===== src/rtl/arb_req_gen.sv =====
// arb_req_gen: two-channel burst request generator with grant protocol checking
module arb_req_gen #(
  parameter int LEN_W = 4,
  parameter int FIFO_DEPTH = 4
) (
  input  logic               clk,
  input  logic               reset,
  input  logic [1:0]         push_valid,
  input  logic [2*LEN_W-1:0] push_len,
  output logic [1:0]         push_ready,
  output logic [1:0]         request,
  input  logic [1:0]         grant,
  output logic [1:0]         beat_valid,
  output logic [1:0]         beat_last,
  input  logic               err_clr,
  output logic [2:0]         err
);
  localparam int AW = $clog2(FIFO_DEPTH);
  typedef enum logic [1:0] {IDLE, REQ, XFER, GAP} state_t;
  logic [1:0] perr;
  genvar c;
  for (c = 0; c < 2; c++) begin : g_ch
    state_t state, state_n;
    logic [LEN_W-1:0] mem [FIFO_DEPTH];
    logic [AW-1:0] wr_ptr, rd_ptr;
    logic [AW:0] occ;
    logic ne, push, pop;
    logic [LEN_W-1:0] cnt;
    assign push = push_valid[c] & push_ready[c];
    assign pop = (state == REQ) & grant[c];
    assign push_ready[c] = occ != (AW+1)'(FIFO_DEPTH);
    assign request[c] = (state == REQ) || (state == XFER);
    assign beat_valid[c] = state == XFER;
    assign beat_last[c] = (state == XFER) && (cnt == '0);
    assign perr[c] = grant[c] ? (state == IDLE || state == GAP) : (state == XFER);
    always_ff @(posedge clk)
      if (push) mem[wr_ptr] <= push_len[c*LEN_W +: LEN_W];
    always_ff @(posedge clk) begin
      if (reset) begin
        wr_ptr <= '0;
        rd_ptr <= '0;
        occ <= '0;
        ne <= 1'b0;
      end else begin
        wr_ptr <= wr_ptr + AW'(push);
        rd_ptr <= rd_ptr + AW'(pop);
        occ <= occ + (AW+1)'(push) - (AW+1)'(pop);
        ne <= occ != '0;
      end
    end
    always_ff @(posedge clk) begin
      state <= reset ? IDLE : state_n;
      cnt <= reset ? '0 : pop ? mem[rd_ptr] :
             (state == XFER && grant[c] && cnt != '0) ? cnt - 1'b1 : cnt;
    end
    always_comb begin
      state_n = state;
      state_n = state == IDLE ? (ne ? REQ : IDLE) :
                state == REQ  ? (grant[c] ? XFER : REQ) :
                state == XFER ? ((!grant[c] || cnt == '0) ? GAP : XFER) : IDLE;
    end
  end
  always_ff @(posedge clk)
    err <= (reset || err_clr) ? 3'b000 : err | {&grant, perr};
endmodule

===== config.mk =====
export PLATFORM = sky130hd
export DESIGN_NAME = arb_req_gen
export DESIGN_NICKNAME = d
export VERILOG_FILES = /design/src/rtl/arb_req_gen.sv
export SDC_FILE = /design/constraint.sdc
export NUM_CORES = 1
export LEC_CHECK = 0
export CAP_MARGIN = 5
export CORE_UTILIZATION = 35
export DETAILED_ROUTE_END_ITERATION = 6
export PLACE_DENSITY_LB_ADDON = 0.3
export SYNTH_ARGS = -nofsm -noshare
export SYNTH_HDL_FRONTEND = slang
export SYNTH_SLANG_ARGS = --single-unit

===== constraint.sdc =====
create_clock -name clk -period 2.3 [get_ports clk]
set_input_delay 0.46 -clock clk [delete_from_list [all_inputs] [get_ports clk]]
set_output_delay 0.46 -clock clk [all_outputs]
set_load 0.05 [all_outputs]

# [Word-level counts from Yosys, hierarchy flattened]
# Memory sizes are Yosys's and may differ from the RTL's. A register that Yosys moved wholly into a read port is not among the register bits.
# Index checks and enable logic that the tools add are counted.
[word_totals] ff_bits=31 latch_bits=0 mem_bits_rw=32 out_inout_bits=11 mem_count=2 mem_bits_ro=0
[classes] add_sub_neg=10 muxes=24 n_mul=0 n_eq_ne=8 magnitude_cmp=0 shifts=0 n_reduce_logical=26 bitwise=5 div=0
[memory_table] name="g_ch[0].mem" words=4 word_bits=4 read_ports=1 rd_clocked_by_memory_dff=1 wr=1 line="24" rtl="logic [LEN_W-1:0] mem [FIFO_DEPTH];"
[memory_table] name="g_ch[1].mem" words=4 word_bits=4 read_ports=1 rd_clocked_by_memory_dff=1 wr=1 line="24"
[op_table] cell="two-way mux 2 bit" count=10
[op_table] cell="two-way mux 4 bit" count=4
[op_table] cell="two-way mux 1 bit" count=10
[op_table] cell="adder 2 x 1 -> 2 bit" count=4
[op_table] cell="== test 2 bit (second input constant)" count=4
[op_table] cell="logical NOT 4 bit" count=2
[op_table] cell="nonzero test 4 bit" count=2
[op_table] cell="subtractor 4 x 1 -> 4 bit (second input constant)" count=2
[op_table] cell="logical OR 1 bit" count=7
[op_table] cell="adder 3 x 1 -> 3 bit" count=2
[op_table] cell="logical AND 1 bit" count=6
[op_table] cell="!= test 3 bit (second input constant)" count=2
[op_table] cell="nonzero test 3 bit" count=2
[op_table] cell="subtractor 3 x 1 -> 3 bit" count=2
[op_table] cell="AND 1 bit" count=4
[op_table] cell="== test 2 x 1 -> 1 bit (second input constant)" count=2
[op_table] cell="logical NOT 2 bit" count=2
[op_table] cell="nonzero test 2 bit" count=2
[op_table] cell="OR 3 bit" count=1
[op_table] cell="logical NOT 1 bit" count=2
[op_table] cell="AND reduction 2 bit" count=1

# [Logic depth before layout (Yosys ltp)]
[depth] word_depth=6 depth_mapped=12 depth_no_buf=11

# [Worst setup path before layout]
# Ideal clock, no wire load.
[synth_timing] path_kind="register to output" start="register g_ch[0].state[0]" end="output beat_last[0]" t_arrival_ps=2093 path_stages_with_launch=5 path_buffers=0 path_slack_ps=-253 cell_sequence="dfxtp_1 inv_1 ha_1 nand2_1 nor3_1"
[synth_via] elab_chain_cells=2
[synth_lines] element="from (decl)" line="23" rtl="state_t state, state_n;"
[synth_lines] element="from (signal assigned)" line="52" rtl="state <= reset ? IDLE : state_n;"
[synth_lines] element="== test 2 bit"
[synth_lines] element="named net beat_valid[0]" line="13" rtl="output logic [1:0] beat_valid,"
[synth_lines] element="logical AND 1 bit" line="34" rtl="assign beat_last[c] = (state == XFER) && (cnt == '0);"
[synth_lines] element="to (decl)" line="14" rtl="output logic [1:0] beat_last,"
# The timed path passes the listed nets, and every way through them passes these cells.

# [Worst setup path after layout]
[layout_timing] start="register g_ch[0].occ[2]" end="register g_ch[0].occ[2]"
[layout_via] elab_chain_cells=4
[layout_lines] element="from (decl)" line="26" rtl="logic [AW:0] occ;"
[layout_lines] element="from (signal assigned)" line="47" rtl="occ <= occ + (AW+1)'(push) - (AW+1)'(pop);"
[layout_lines] element="!= test 3 bit" line="31" rtl="assign push_ready[c] = occ != (AW+1)'(FIFO_DEPTH);"
[layout_lines] element="AND 1 bit" line="29" rtl="assign push = push_valid[c] & push_ready[c];"
[layout_lines] element="adder 3 x 1 -> 3 bit *" line="47"
[layout_lines] element="subtractor 3 x 1 -> 3 bit *" line="47"
# Mark *: on every way between the ends. The rest lies on a longest branch, timed or not.
# A chain may end at the register's enable or synchronous reset.

==> flow_summary.ini <==
[clocking]
worstSkewPairLatency_ns = 0.33
numCtsBuffers = 9
cts_root_buf = clkbuf_8
cts_setup_buffers = 0
cts.sink_count = 63
clockBufferDepth = 2
cts_tree = done
clk_pin_slew_worst_paths_ns = 0.07
htreeDepth = 3

[final_layout]
final_area_sq_mm = 0.00353
final_net_count = 305
insertedDiodeCount = 0
fin_util = 0.459
drive_gt1_frac = 0.195
syn2layout_area_growth_pct = 26.9

[sta]
final.min_clock_period_ns = 2.12
finalSetupViolCount = 0
final_hold_viol_count = 0
fin_setup_tns_ns = 0
finClkSkew_ns = 0.00604
relSlewSlack = 0.664
worst_pin_slew_ns = 0.503
maxSlewViolCount = 0
fin_crit_sh = 0.920
holdWs_ns = 0.442
fmax_ghz = 0.473
worst_slack_ns = 0.184

[worst_setup_path]
timing.rr.start = g_ch[0].occ[2]
worstPathArrival_ns = 2.34
start_kind = flip-flop
worstSetupPathType = reg2reg
worstPathRequired_ns = 2.52
crit_fanout = 3
r2r_cells = 9
crit_path_end_kind = flip-flop
r2r_end = g_ch[0].occ[2]
reg2reg_slack_ns = 0.18

[yosys]
ys_warn_count = 0
synth_area_sq_mm = 0.00278
yosysMostFrequentCell = edfxtp_1
synthFlopType = edfxtp_1
syn_area_per_cell_sq_um = 12.4
ys_types = 39
synth_area_leaders = edfxtp_1 (35%), dfxtp_1 (22%), ha_1 (7.2%)
yosys_register_bits = 63
syn_nets = 258
synth_top_area_cell = edfxtp_1
ys_seq_area_frac = 0.569
synthTopCellsByCount = edfxtp_1 (32), dfxtp_1 (31), inv_1 (20)
synth_edf_count = 32
synth_top_area_share = 0.345
ys_async_sr_fraction = 0
syn-instance-count = 225

[placed_design]
place_ws_ns = -0.155
gp_congestion = 0.770
port_buffers = 25
placed_area_sq_mm = 0.00328
dpl.hpwl_um = 3620

[min_path]
min-delay-start = g_ch[1].ne
whs_endpoint = g_ch[1].state[0]
min_path_type = reg2reg
holdPathStages = 2

[route]
wire_per_inst_um = 12.8
drt-pass1-iter-count = 4
via_count = 1786
drtIter0Drc = 39
avgViaCountPerCell = 4.71
drt_wl_total_um = 4840
drcViolationCount = 0
ant_nets = 0

[global_route]
grt_overflow_total = 0
grt_pass1_vias = 1754
grt_pass1_wl_um = 8160
antenna_found_initial = 0
grtUsageTotal = 0.127
grt_max_degree = 19

[die]
dieArea_sq_mm = 0.00831
dieWidth_um = 91.1
start_util = 0.362
pin_count = 26
coreArea_sq_mm = 0.00769
rows = 32
die_h_um = 91.1

[job]
maxCapViolCount = 0

[power_and_ir_drop]
p_leak_nw = 1.34
peakVddDrop_uv = 317
power_density_mw_per_mm2 = 934

[run_status]
outcome = finished clean
==> power breakdown <==
| group | internal [mW] | leakage (nW) | switching [mW] |
|---|---|---|---|
| clock network | 0.645 | 0.113 | 0.433 |
| registers | 1.35 | 0.547 | 0.108 |
| logic | 0.389 | 0.680 | 0.370 |
| total | 2.38 | 1.34 | 0.912 |
==> area by class of cell <==
class,count,area (sq um)
multi-input cells,135,1120
clock buffers,10,138
flip-flops and latches,63,1580
clock inverters,6,93.8
inverters,20,75.1
repair buffers,43,394
fillers,722,4160
well taps,102,128
==> logic make-up (layout without fill, tap and decap cells) <==
logic type	Yosys count	after routing	share of synthesized area
adder cells (fa/ha/maj)	18	18	0.0864
flip-flops	63	63	0.569
AO/OA/AOI/OAI	32	32	0.0810
XOR/XNOR	8	8	0.0252
multiplexers	8	8	0.0648
AND/OR/NAND/NOR	69	69	0.137
buffers and inverters	27	79	0.0373
==> routing by layer <==
metal	vias up	GRT usage	wire length, um
met2	30	0.191	2190
met3	7	0.0251	135
met1	832	0.172	2440
met4	0	0.0714	69
met5	-	0	0
li1	917	-	-
==> cells in the final DEF, fill, tap and decap left out, drive strengths merged, types with 3 or more instances in the layout <==
master and instances:
edfxtp 32, clkdlybuf4s50 17, nor2b 8, nor3 6, clkinv 3, a21oi 7
or3 3, dlymetal6s2s 3, buf 22, mux4 8, clkbuf 10, nand3 3
dfxtp 31, o21ai 6, nand2 12, o21a 3, xnor2 8, ha 16
inv 20, a311oi 3, nor2 16, nor3b 7, or3b 3
==> how the worst max path moves through the flow <==
stage                     startpoint              to  cells after the start
finish                g_ch[0].occ[2]  g_ch[0].occ[2]                      9
floorplan           g_ch[1].state[1]  g_ch[1].occ[2]                     12
CTS                 g_ch[0].state[0]      request[0]                      3
global route        g_ch[0].state[1]  g_ch[0].occ[2]                     11
global placement            grant[1]  g_ch[1].occ[2]                     10
detailed placement          grant[1]  g_ch[1].occ[2]                     10
==> repair_timing <==
item                       CTS  global route
resized for setup            1             5
hold buffers                 0             0
setup endpoints to repair    1             5
==> state kept, by name, indices dropped and copies added, names as in the netlist <==
signal / cells
g_ch.occ: 6
g_ch.state: 4
g_ch.mem: 32
g_ch.ne: 2
g_ch.cnt: 8
g_ch.rd_ptr: 4
err: 3
g_ch.wr_ptr: 4
==> worst max-delay path, stage by stage, from the launching register on <==
cell	delay [ns]
dfxtp_1	0.40
or3b_4	0.40
nand2_1	0.12
ha_1	0.13
inv_1	0.04
ha_1	0.19
fa_1	0.40
xnor2_2	0.16
xnor2_1	0.13
nor2_1	0.05
==> stage by stage <==
stage / total power [mW] / cells
3_5_place_dp: 2.24 / 363
5_1_grt: 3.49 / 379
4_1_cts: 3.33 / 379
6_report: 3.30 / 379
3_3_place_gp: 2.23 / 363
2_1_floorplan: 1.99 / 225
Power figures use the tool's default switching activity.
